## src/rtl/hack_cpu_mc.sv

```systemverilog
// hack_cpu_mc: multi-cycle Hack CPU with request/ready instruction and data buses.
// Each instruction is fetched, decoded, optionally reads M, executes, and
// optionally writes M. A and D updates are held back until the instruction
// commits, so the M address and the jump target always use the old A.
// Compile-time option: HACK_CPU_HALT_EN adds a HALT state that is entered on
// a taken self-jump. Without it, a self-jump simply keeps fetching and
// halted is tied low.
//
// state  | meaning
// -------+-----------------------------------------------------------
// IDLE   | first cycle after reset, no request
// FETCH  | instr_req high, waiting for instr_ready
// DECODE | A-instruction commits here; C-instruction picks READ or EXEC
// READ   | mem_rd high at address A, waiting for mem_ready
// EXEC   | ALU result and jump decision; commits unless M is a destination
// WRITE  | mem_wr high with R at address A; commits on mem_ready
// HALT   | (HACK_CPU_HALT_EN only) stopped after a taken self-jump
module hack_cpu_mc #(
  parameter int WIDTH = 16,
  parameter int AW    = 15
) (
  input  logic             clk,
  input  logic             reset,
  output logic             instr_req,
  output logic [AW-1:0]    instr_addr,
  input  logic             instr_ready,
  input  logic [WIDTH-1:0] instruction,
  output logic             mem_rd,
  output logic             mem_wr,
  output logic [AW-1:0]    mem_addr,
  output logic [WIDTH-1:0] mem_wdata,
  input  logic [WIDTH-1:0] mem_rdata,
  input  logic             mem_ready,
  output logic [AW-1:0]    pc,
  output logic             retired,
  output logic             halted
);

  typedef enum logic [2:0] {
    S_IDLE,
    S_FETCH,
    S_DECODE,
    S_READ,
    S_EXEC,
    S_WRITE
`ifdef HACK_CPU_HALT_EN
    , S_HALT
`endif
  } state_t;

  localparam logic [AW-1:0] PC_ONE = AW'(1);

  state_t           state_q, state_d;
  logic [WIDTH-1:0] ir_q, ir_d;
  logic [WIDTH-1:0] a_q, a_d;
  logic [WIDTH-1:0] d_q, d_d;
  logic [WIDTH-1:0] m_q, m_d;
  logic [WIDTH-1:0] r_q, r_d;
  logic             jump_q, jump_d;
  logic [AW-1:0]    pc_q, pc_d;
  logic             retired_q, retired_d;

  // instruction field aliases
  logic             ir_is_c;
  logic             ir_a;
  logic             ir_zx, ir_nx, ir_zy, ir_ny, ir_f, ir_no;
  logic             ir_d1, ir_d2, ir_d3;
  logic             ir_j1, ir_j2, ir_j3;

  // ALU datapath
  logic [WIDTH-1:0] alu_x, alu_y, alu_f, alu_out;
  logic             alu_zr, alu_ng;
  logic             jump_cond;

  // commit control
  logic             commit;
  logic [WIDTH-1:0] commit_val;
  logic             commit_jump;
  logic [AW-1:0]    pc_inc;

  assign ir_is_c = (ir_q[WIDTH-1 -: 3] == 3'b111);
  assign ir_a    = ir_q[12];
  assign ir_zx   = ir_q[11];
  assign ir_nx   = ir_q[10];
  assign ir_zy   = ir_q[9];
  assign ir_ny   = ir_q[8];
  assign ir_f    = ir_q[7];
  assign ir_no   = ir_q[6];
  assign ir_d1   = ir_q[5];
  assign ir_d2   = ir_q[4];
  assign ir_d3   = ir_q[3];
  assign ir_j1   = ir_q[2];
  assign ir_j2   = ir_q[1];
  assign ir_j3   = ir_q[0];

  assign pc_inc  = pc_q + PC_ONE;

  // Hack ALU on D and either A or the latched M value
  always_comb begin
    alu_x = d_q;
    alu_y = ir_a ? m_q : a_q;
    if (ir_zx) alu_x = '0;
    if (ir_nx) alu_x = ~alu_x;
    if (ir_zy) alu_y = '0;
    if (ir_ny) alu_y = ~alu_y;
    alu_f   = ir_f ? (alu_x + alu_y) : (alu_x & alu_y);
    alu_out = ir_no ? ~alu_f : alu_f;
  end

  assign alu_zr    = (alu_out == '0);
  assign alu_ng    = alu_out[WIDTH-1];
  assign jump_cond = (ir_j1 && alu_ng) || (ir_j2 && alu_zr) || (ir_j3 && !alu_ng && !alu_zr);

  // state register
  always_ff @(posedge clk) begin
    if (reset) begin
      state_q <= S_IDLE;
    end else begin
      state_q <= state_d;
    end
  end

  // next-state, register updates and commit
  always_comb begin
    state_d     = state_q;
    ir_d        = ir_q;
    a_d         = a_q;
    d_d         = d_q;
    m_d         = m_q;
    r_d         = r_q;
    jump_d      = jump_q;
    pc_d        = pc_q;
    retired_d   = 1'b0;
    commit      = 1'b0;
    commit_val  = r_q;
    commit_jump = jump_q;

    case (state_q)
      S_IDLE: begin
        state_d = S_FETCH;
      end
      S_FETCH: begin
        if (instr_ready) begin
          ir_d    = instruction;
          state_d = S_DECODE;
        end
      end
      S_DECODE: begin
        if (!ir_is_c) begin
          a_d       = {1'b0, ir_q[WIDTH-2:0]};
          pc_d      = pc_inc;
          retired_d = 1'b1;
          state_d   = S_FETCH;
        end else if (ir_a) begin
          state_d = S_READ;
        end else begin
          state_d = S_EXEC;
        end
      end
      S_READ: begin
        if (mem_ready) begin
          m_d     = mem_rdata;
          state_d = S_EXEC;
        end
      end
      S_EXEC: begin
        r_d    = alu_out;
        jump_d = jump_cond;
        if (ir_d3) begin
          state_d = S_WRITE;
        end else begin
          commit      = 1'b1;
          commit_val  = alu_out;
          commit_jump = jump_cond;
        end
      end
      S_WRITE: begin
        if (mem_ready) begin
          commit = 1'b1;
        end
      end
`ifdef HACK_CPU_HALT_EN
      S_HALT: begin
        state_d = S_HALT;
      end
`endif
      default: begin
        state_d = S_IDLE;
      end
    endcase

    // A and D still hold their pre-instruction values up to this point,
    // so the jump target below is the old A.
    if (commit) begin
      if (ir_d1) a_d = commit_val;
      if (ir_d2) d_d = commit_val;
      pc_d      = commit_jump ? a_q[AW-1:0] : pc_inc;
      retired_d = 1'b1;
      state_d   = S_FETCH;
`ifdef HACK_CPU_HALT_EN
      if (commit_jump && (a_q[AW-1:0] == pc_q)) begin
        state_d = S_HALT;
      end
`endif
    end
  end

  // architectural and pipeline registers
  always_ff @(posedge clk) begin
    if (reset) begin
      ir_q      <= '0;
      a_q       <= '0;
      d_q       <= '0;
      m_q       <= '0;
      r_q       <= '0;
      jump_q    <= 1'b0;
      pc_q      <= '0;
      retired_q <= 1'b0;
    end else begin
      ir_q      <= ir_d;
      a_q       <= a_d;
      d_q       <= d_d;
      m_q       <= m_d;
      r_q       <= r_d;
      jump_q    <= jump_d;
      pc_q      <= pc_d;
      retired_q <= retired_d;
    end
  end

  // Strobes come straight from the state, so request, address and wdata stay
  // stable for the whole access; A is not written until commit.
  assign instr_req  = (state_q == S_FETCH);
  assign instr_addr = pc_q;
  assign mem_rd     = (state_q == S_READ);
  assign mem_wr     = (state_q == S_WRITE);
  assign mem_addr   = a_q[AW-1:0];
  assign mem_wdata  = r_q;
  assign pc         = pc_q;
  assign retired    = retired_q;

`ifdef HACK_CPU_HALT_EN
  assign halted = (state_q == S_HALT);
`else
  assign halted = 1'b0;
`endif

endmodule

```

## config.mk

```make
export PLATFORM = sky130hd
export DESIGN_NAME = hack_cpu_mc
export DESIGN_NICKNAME = d
export VERILOG_FILES = /design/src/rtl/hack_cpu_mc.sv
export SDC_FILE = /design/constraint.sdc
export NUM_CORES = 1
export LEC_CHECK = 0
export BUFFER_PORTS_ARGS = -buffer_cell sky130_fd_sc_hd__buf_2
export CAP_MARGIN = 40
export CORE_ASPECT_RATIO = 0.8
export CORE_MARGIN = 4
export CORE_UTILIZATION = 47
export DETAILED_ROUTE_END_ITERATION = 8
export PLACE_DENSITY = 0.8
export REMOVE_ABC_BUFFERS = 1
export SYNTH_ARGS = -nofsm -noshare
export SYNTH_HDL_FRONTEND = slang
export SYNTH_SLANG_ARGS = --single-unit
```

## constraint.sdc

```tcl
create_clock -name clk -period 12.5 [get_ports clk]
set_input_delay 1.875 -clock clk [delete_from_list [all_inputs] [get_ports clk]]
set_output_delay 1.875 -clock clk [all_outputs]
set_load 0.02 [all_outputs]
```

=== After elaboration in Yosys (flattened, before gate mapping) ===
Cells that the tools add are included.

* Output and inout bits: 66
* Register bits after elaboration: 100

* Reductions and logical operators: 18
* Add/sub/neg operators: 2
* Bitwise logic cells: 5
* Equal/unequal tests: 14
* Muxes and demuxes: 32

{| class="wikitable"
|+ Operator list
! kind !! count
|-
| 16-bit 2-to-1 mux || 13
|-
| 15-bit 2-to-1 mux || 4
|-
| 16-bit NOT || 3
|-
| 3-bit one-hot mux with 6 select lines || 1
|-
| 16-bit adder || 1
|-
| 16-bit AND || 1
|-
| 16-bit logical NOT || 1
|-
| 15-bit by 1-bit adder with 15-bit output, second input constant || 1
|-
| 3-bit 2-to-1 mux || 5
|-
| 3-bit equality test, second input constant || 3
|-
| 1-bit 2-to-1 mux || 8
|-
| 2-bit by 1-bit != test with 1-bit output, second input constant || 4
|-
| 2-bit AND reduction || 4
|-
| 4-bit AND reduction || 2
|-
| 3-bit by 2-bit equality test with 1-bit output, second input constant || 2
|-
| 3-bit by 1-bit != test with 1-bit output, second input constant || 2
|-
| 1-bit logical AND || 4
|-
| 3-bit by 1-bit equality test with 1-bit output, second input constant || 1
|-
| 3-bit logical NOT || 1
|-
| 3-bit != test, second input constant || 1
|-
| 1-bit logical NOT || 2
|-
| 1-bit logical OR || 2
|-
| 2-bit != test, second input constant || 1
|-
| 1-bit one-hot mux with 2 select lines || 1
|-
| other kinds (3) || 3
|}

=== Longest topological paths before layout ===
Gate-level depths: netlist (run 1).

* Depth in word-level cells: 16
* Gate-level depth with buffers: 19
* Depth with buffers taken out: 16

=== Worst setup path before layout (run 1) ===
No wires, ideal clock.

* Path type: register to register
* From: register ir_q[12]
* To: register pc_q[7] (netlist: instr_addr[7])
* Setup time: 0.074 ns
* Buffers on the path: 2
* Stages on the path, launching flop included: 19
* Slack: 7.730 ns
* Required time: 12.426 ns
* Period minus slack after synthesis: 4.770 ns
* Data arrival time: 4.695 ns
* Cells stage by stage: dfxtp_1 > clkbuf_1 > mux2i_1 > nor2_1 > xor2_1 > ha_1 > fa_1 > a21o_1 > nand4_1 > a211oi_1 > or4_1 > or4_1 > mux2_2 > nor4_4 > a21boi_2 > o21a_1 > buf_6 > or4_1 > a31oi_1

* Cells in the longest elaborated chain, start to end: 16
* Elaborated cells on any way between the ends: 22
* Classes of those cells: add/sub: 1; mux: 9; bitwise: 3; reduce/logical: 9

{| class="wikitable"
|+ Ends and longest elaborated chain
! element !! line !! source
|-
| start, declared || 54 || <nowiki>logic [WIDTH-1:0] ir_q, ir_d;</nowiki>
|-
| start signal, assigned || 220 || <nowiki>ir_q <= ir_d;</nowiki>
|-
| 16-bit 2-to-1 mux (*) || 101 || <nowiki>alu_y = ir_a ? m_q : a_q;</nowiki>
|-
| 16-bit 2-to-1 mux (*) || 104 || <nowiki>if (ir_zy) alu_y = '0;</nowiki>
|-
| 16-bit NOT || 105 || <nowiki>if (ir_ny) alu_y = ~alu_y;</nowiki>
|-
| 16-bit 2-to-1 mux (*) || 105 ||
|-
| 16-bit adder / 16-bit AND (equally long branches) || 106 || <nowiki>alu_f = ir_f ? (alu_x + alu_y) : (alu_x & alu_y);</nowiki>
|-
| 16-bit 2-to-1 mux (*) || 106 ||
|-
| 16-bit NOT || 107 || <nowiki>alu_out = ir_no ? ~alu_f : alu_f;</nowiki>
|-
| 16-bit 2-to-1 mux (*) || 107 ||
|-
| 16-bit logical NOT / 1-bit logical NOT (equally long branches) || 110, 112 ||
|-
| 1-bit logical AND / 1-bit logical NOT (equally long branches) || 112 || <nowiki>assign jump_cond = (ir_j1 && alu_ng) || (ir_j2 && alu_zr) || (ir_j3 && !alu_ng && !alu_zr);</nowiki>
|-
| 1-bit logical OR / 1-bit logical AND (equally long branches) || 112 ||
|-
| 1-bit logical OR (*) || 112 ||
|-
| 1-bit 2-to-1 mux (*) || 169 || <nowiki>if (ir_d3) begin</nowiki>
|-
| 1-bit 2-to-1 mux (*) || 138 || <nowiki>case (state_q)</nowiki>
|-
| 15-bit 2-to-1 mux (*) || 197 || <nowiki>pc_d = commit_jump ? a_q[AW-1:0] : pc_inc;</nowiki>
|-
| 15-bit 2-to-1 mux (*) || 194 || <nowiki>if (commit) begin</nowiki>
|-
| end signal, assigned || 226 || <nowiki>pc_q <= pc_d;</nowiki>
|-
| end, declared || 60 || <nowiki>logic [AW-1:0] pc_q, pc_d;</nowiki>
|}

Every way passes the cells marked *; elsewhere a longest branch is shown, timed or not.
A chain may end at the register's enable or synchronous reset.

=== Worst setup path in the final report (run 1) ===
* From: register ir_q[9]
* To: register pc_q[14] (netlist: instr_addr[14])

* Cells in the longest elaborated chain, start to end: 15
* Elaborated cells on any way between the ends: 21
* Classes of those cells: add/sub: 1; mux: 8; bitwise: 3; reduce/logical: 9

{| class="wikitable"
|+ Ends and longest elaborated chain
! element !! line
|-
| 16-bit 2-to-1 mux (*) || 104
|-
| 16-bit NOT || 105
|-
| 16-bit 2-to-1 mux (*) || 105
|-
| 16-bit adder / 16-bit AND (equally long branches) || 106
|-
| 16-bit 2-to-1 mux (*) || 106
|-
| 16-bit NOT || 107
|-
| 16-bit 2-to-1 mux (*) || 107
|-
| 16-bit logical NOT / 1-bit logical NOT (equally long branches) || 110, 112
|-
| 1-bit logical AND / 1-bit logical NOT (equally long branches) || 112
|-
| 1-bit logical OR / 1-bit logical AND (equally long branches) || 112
|-
| 1-bit logical OR (*) || 112
|-
| 1-bit 2-to-1 mux (*) || 169
|-
| 1-bit 2-to-1 mux (*) || 138
|-
| 15-bit 2-to-1 mux (*) || 197
|-
| 15-bit 2-to-1 mux (*) || 194
|}

Marks and branches as above.

==> results of run 1 <==
## metal layers
layer | vias up | GRT usage
li1 | 3008 | -
met3 | 32 | 0.0490
met1 | 2913 | 0.322
met4 | 0 | 0.0620
met5 | - | 0
met2 | 308 | 0.330
## state kept, by name, indices dropped and copies added, names as in the netlist
name	cells
ir_q	16
instr_addr	15
state_q	3
a_q	16
jump_q	1
d_q	16
m_q	16
retired	1
mem_wdata	16
## cells in the mapped netlist, types with 5 or more instances
master / number / area share
ha_1: 17 / 0.032
clkbuf_1: 50 / 0.029
nor2b_1: 7 / 0.0067
nand3_1: 20 / 0.015
nor3_1: 13 / 0.0099
nand4b_1: 5 / 0.0067
o21ai_0: 17 / 0.013
dfxtp_1: 100 / 0.31
or4_1: 9 / 0.010
a21oi_1: 78 / 0.060
mux2i_1: 39 / 0.060
xor2_1: 16 / 0.021
buf_4: 31 / 0.036
and3_1: 9 / 0.0086
mux2_2: 13 / 0.022
a211oi_1: 35 / 0.040
a22oi_1: 13 / 0.015
and2_1: 5 / 0.0048
nor2_1: 71 / 0.041
a21o_1: 9 / 0.010
nand2b_1: 28 / 0.027
nand3b_1: 8 / 0.0092
inv_1: 10 / 0.0057
a31oi_1: 14 / 0.013
xnor2_1: 35 / 0.047
nand2_1: 124 / 0.071
## worst max-delay path, delay by kind of cell, from the launching register on
family                   cells  cell delay, ns
adder cells (fa/ha/maj)      2            0.68
AND/OR/NAND/NOR              6            2.10
XOR/XNOR                     1            0.17
AO/OA/AOI/OAI                5            1.04
multiplexers                 1            0.29
flip-flops                   1            0.79
## cells by family (layout without fill, tap and decap cells)
family | Yosys count | in the layout
other cells | 1 | 1
flops | 100 | 100
mux | 52 | 52
fa+ha+maj | 18 | 18
compound gates | 198 | 198
xor+xnor | 51 | 51
buf+inv | 99 | 138
simple gates | 322 | 322
## final timing paths
path | end | slack [ns] | cells past startpoint
worst max-delay path | instr_addr[14] | 7.34 | 15
worst min-delay path | m_q[0] | 0.46 | 2
worst max register to register | instr_addr[14] | 7.34 | 15
worst min register to register | m_q[0] | 0.46 | 2
## through the flow
stage / worst slack, ns / hold WS (ns) / instances / instance area, µm² / utilization
6_report: 7.34 / 0.459 / 1060 / 7300 / 0.537
4_1_cts: 7.40 / 0.464 / 1060 / 7300 / 0.537
3_3_place_gp: 6.93 / 0.442 / 1038 / 6860 / 0.504
2_1_floorplan: 7.50 / 0.430 / 752 / 6090 / -
3_5_place_dp: 7.44 / 0.455 / 1045 / 6980 / 0.514
5_1_grt: 7.04 / 0.488 / 1060 / 7300 / 0.537
## power by group through the flow
stage,Sequential (mW),Combinational (mW),Clock (mW)
6_report,0.333,0.0938,0.309
5_1_grt,0.334,0.102,0.322
4_1_cts,0.333,0.0928,0.309
3_5_place_dp,0.340,0.0921,0
3_3_place_gp,0.343,0.0856,0
2_1_floorplan,0.343,0.0538,0
## layout make-up
type | instances | area [µm²] | area share
inverter | 10 | 37.5 | 0.00514
sequential | 100 | 2000 | 0.274
timing repair buffer | 113 | 672 | 0.0921
multi-input combinational | 642 | 4050 | 0.555
clock buffer | 9 | 225 | 0.0309
clock inverter | 6 | 88.8 | 0.0122
tap | 180 | 225 | 0.0309
==> metrics, run 1 <==
initial antenna violation count 0; die area 15900 µm²; Mapped Cells 841; Design Power 0.736 mW; Max Clock Skew between 0.008 and 0.009 ns; Netlist Area Pre-Place 6550 µm²; pin count of the biggest net entering global routing 62; DRT antenna net count 0; Pre-antenna DRT Iters 6; Ant. Diodes 0; Hold Crit Class reg -> reg; vias in the first global route about 5600; library cells used by synthesis 63; Worst EP arrival 5.45 ns; fin crit period between 5 and 6 ns; Die Y 114 µm; TritonCTS clock tree built; deepest clock path buffer count 2; Cell Rows 38; RePlAce Congestion 0.903; Hold Buf Count CTS 0; Max Fclk 194 MHz; CP max stage delay 0.79 ns; fraction of registers with async set/reset 0; post-synthesis mux area share 0.0820; startpoint types register; P&R area growth vs syn 11.4%; post-synthesis share of cell area spent on full adders, half adders and majority gates 0.0355; met1 wire length 8430 µm; worst skew pair latency 0.36 ns; Top FF cell, synth dfxtp_1; Max Cap Viol 0; Worst path most repeated cell or4_1; Initial Util 0.482; Root Buffer clkbuf_16; Ys Warns 0; Clk pin slew, worst setup/hold paths 0.07 ns; number of synthesized flops with an enable pin 0; RSZ-0062 raised after global routing false; met3 routed WL 1640 µm; Post-CTS Setup Inserts 0; register area share after synthesis 0.306; Clock power frac 0.420; nets 930; sequential share of power 0.453; max-slew violations 0; # resized after CTS 0; share of cells above drive strength 1 0.169; Buffers on Ports 100; Final setup viols 0; power density cells 101 nW/µm²; CTS sink cnt 100; drt drc 0; Crit Path Class reg -> reg; CP startpoint ir_q[9]; Gate power share 0.128; Worst EP required 12.79 ns; drt total wl 18200 µm; core area 13600 µm²; syn avg cell area between 7 and 8 µm²; Tightest Pin Transition 0.834 ns; commonest non-fill, non-tap cell in the layout nand2_1; Final Hold Fails 0; HP Start m_q[0]; Iteration-0 DRC Markers around 540; internal power 0.536 mW; fillers 1283; Die W about 140 µm; first-pass GRT wire length 28800 µm; worst path cell trace nor2_1, xor2_1, ha_1, fa_1, a21o_1, nand4_1, a211oi_1, or4_1, or4_1, mux2_2, nor4_4, a21boi_2, o21a_1, or4_1, a31oi_1; cts bufs inserted 9; DR top layer met4; Rel. slew slack 0.443; critical path's slowest cell dfxtp_1; Vias per Instance between 5 and 6; routed len/inst 17.2 µm; GRT Residual Overflow 0; Synth Register Bits 100; dpl hpwl approximately 13000 µm; number of vias in the routed layout 6261; most frequent cells in the layout nand2_1 (124), dfxtp_1 (100), buf_2 (100), a21oi_1 (78), nor2_1 (71); Post-Synth XOR/XNOR Area 0.0682; Worst VDD drop 0.0638 mV; DR WL met2 7790 µm; reg2reg start ir_q[9]; switching power between 0.15 and 0.2 mW; sw frac 0.272; gr usage total 0.221; Synth Area in Simple Gates 0.238; CP Capture Type register; Post-Route Setup TNS 0 ns; largest family of logic cells by synthesized area simple AND/OR/NAND/NOR gates; outcome completed; H-tree depth 3; Final Cycle Share 0.413; io pins 102; fraction of the mapped netlist area in compound gates 0.194; Pleak 2.88 nW; worst-path fanout max 20
Power figures use the tool's default switching activity.
==> run 2: changes to the inputs <==
--- a/config.mk
+++ b/config.mk
@@ -11,7 +11,7 @@
 export CORE_MARGIN = 4
 export CORE_UTILIZATION = 47
 export DETAILED_ROUTE_END_ITERATION = 8
-export PLACE_DENSITY = 0.8
+export PLACE_DENSITY = 0.83
 export REMOVE_ABC_BUFFERS = 1
 export SYNTH_ARGS = -nofsm -noshare
 export SYNTH_HDL_FRONTEND = slang
==> constraint.sdc (replaced) <==
create_clock -name clk -period 4.23 [get_ports clk]
set_input_delay 0.6345 -clock clk [delete_from_list [all_inputs] [get_ports clk]]
set_output_delay 0.6345 -clock clk [all_outputs]
set_load 0.02 [all_outputs]
==> run 2 against run 1 <==
- non-clock buffer count up 79
- largest cell class unchanged
- global-route usage up 2.3 points
- wire length up 12%
- highest routed layer unchanged
- register-to-register slack worse by 7.4 ns
- fmax up 20%
- critical endpoint is now instr_addr[12]
- critical path depth up 5
- cell area up 9.7%
- the flow now finishes with violations (negative setup slack)
- die area unchanged
- power rose to 3.0 times the previous value
- first-iteration DRC count up 69%
- via count up 7.1%
==> metrics, run 2 (same netlist as run 1, synthesis figures left out) <==
Clk pin slew, worst setup/hold paths 0.07 ns; HP Start m_q[14]; deepest clock path buffer count 2; initial antenna violation count 0; outcome finished, violations left; Ant. Diodes 0; vias in the first global route between 6000 and 7000; Root Buffer clkbuf_16; share of cells above drive strength 1 0.253; critical path's slowest cell dfxtp_4; drt total wl between 20000 and 25000 µm; commonest non-fill, non-tap cell in the layout nand2_1; Crit Path Class reg -> reg; hold-critical path depth 2; minimum hold slack 0.457 ns; most frequent cells in the layout nand2_1 (124), buf_2 (100), dfxtp_1 (99), buf_4 (83), a21oi_1 (75); gr usage total 0.244; DR WL met2 about 9000 µm; power density cells 280 nW/µm²; Vias per Instance 5.88; failing checks negative setup slack; Max Cap Viol 0; Final Cycle Share 1.02; io pins approximately 100; Pre-antenna DRT Iters 6; Buffers & Inverters on Critical Path 5; Tightest Pin Transition 0.867 ns; dpl hpwl 14600 µm; worst path cell trace buf_6, mux2i_1, nor2_1, xor2_1, ha_1, and2_4, a221oi_1, buf_4, a21boi_1, o31ai_1, o311ai_0, mux2_4, nor4_4, a31o_2, buf_4, o21ai_4, buf_6, clkbuf_16, a31o_2, a211oi_2; Cell Rows 38; Iteration-0 DRC Markers 907; worst r2r path cells 20; CP max stage delay between 0.3 and 0.4 ns; met3 routed WL between 1500 and 2000 µm; DRT antenna net count 0; Pleak between 3 and 4 nW; DR top layer met4; Initial Util 0.482; drt drc 0; routed len/inst 17.9 µm; die area 15900 µm²; P&R area growth vs syn 22.3%; core area 13600 µm²; Max Fclk between 200 and 250 MHz; Worst VDD drop 0.186 mV; Final Hold Fails 0; fillers 1178; RSZ-0062 raised after global routing true; CP startpoint ir_q[12]; worst skew pair latency 0.35 ns; CP Capture Type register; max-slew violations 0; met1 wire length 8990 µm; pin count of the biggest net entering global routing 43; PnR worst setup slack -0.0678 ns; worst-path fanout max 5; cts bufs inserted 9; Reg area 2010 µm²; area of the multi-input gates 4130 µm²; nets a little over 1000; Buffers on Ports 100; CTS sink cnt 100; TritonCTS clock tree built; H-tree depth 3; Die Y 114 µm; Rel. slew slack 0.420; Hold Buf Count CTS 0; Top Family by Delay on Critical Path compound AO/OA/AOI/OAI gates; Worst EP arrival between 4 and 5 ns; cell count along the critical path 20; number of vias in the routed layout 6705; first-pass GRT wire length 31600 µm; startpoint types register; fin crit period ~4.3 ns; Die W 140 µm; RePlAce Congestion 0.957; Final setup viols 5; Setup WS pre-CTS -0.212 ns; Worst EP required ~4.5 ns; GRT Residual Overflow 0; Max Clock Skew 0.0114 ns; Hold Crit Class reg -> reg; reg2reg start ir_q[12]
-- run 2: changes by cell type in the layout (fill, tap and decap cells not counted), sizes merged --
cell      before  now
buf          113  190
clkbuf         9   12
clkinvlp       2    0
clkinv         1    2
inv           11   12
-- run 2: cell type report --
cell class | instances | area share
clock inverters | 6 | 0.0117
clock buffers | 10 | 0.0298
multi-input cells | 642 | 0.516
inverters | 10 | 0.00469
well taps | 180 | 0.0281
flip-flops and latches | 100 | 0.250
repair buffers | 192 | 0.159
-- run 2: final timing paths --
kind | endpoint | slack [ns]
setup / recovery | instr_addr[12] | -0.07
hold / removal | m_q[14] | 0.46
setup reg to reg | instr_addr[12] | -0.07
hold reg to reg | m_q[14] | 0.46
-- run 2: where the power goes --
group	total [mW]	internal, mW	switching [mW]
sequential	0.981	0.957	0.0237
clock	0.926	0.541	0.385
combinational	0.331	0.144	0.187
-- run 2: per-stage QoR --
step	instance area, µm²	power [mW]	util	cells	setup TNS, ns
floorplan	6090	1.17	-	752	-9.73
global placement	7470	1.31	0.549	1116	-0.775
detailed placement	7480	1.31	0.550	1117	-1.52
CTS	7890	2.23	0.580	1134	-0.00112
global route	8010	2.31	0.589	1140	-3.42
finish	8010	2.24	0.589	1140	-0.221
-- run 2: routing by layer --
layer | up-vias | track usage
li1 | 3174 | -
met1 | 3119 | 0.342
met2 | 366 | 0.374
met3 | 46 | 0.0562
met4 | 0 | 0.0788
met5 | - | 0
-- run 2: worst register-to-register path, delay by kind of cell (launching register included) --
kind            cells  cell delay (ns)
compound gates      8             1.58
xor+xnor            1             0.14
fa+ha+maj           1             0.33
buf+inv             5             0.71
flops               1             0.38
mux                 2             0.53
simple gates        3             0.54
-- run 2: timing repair --
item | in CTS | in global routing
pin swaps | 14 | 14
setup buffers | 1 | 4
cloned | 0 | 3
hold endpoints to repair | 0 | 0
resized for setup | 17 | 12
setup endpoints to repair | 15 | 16
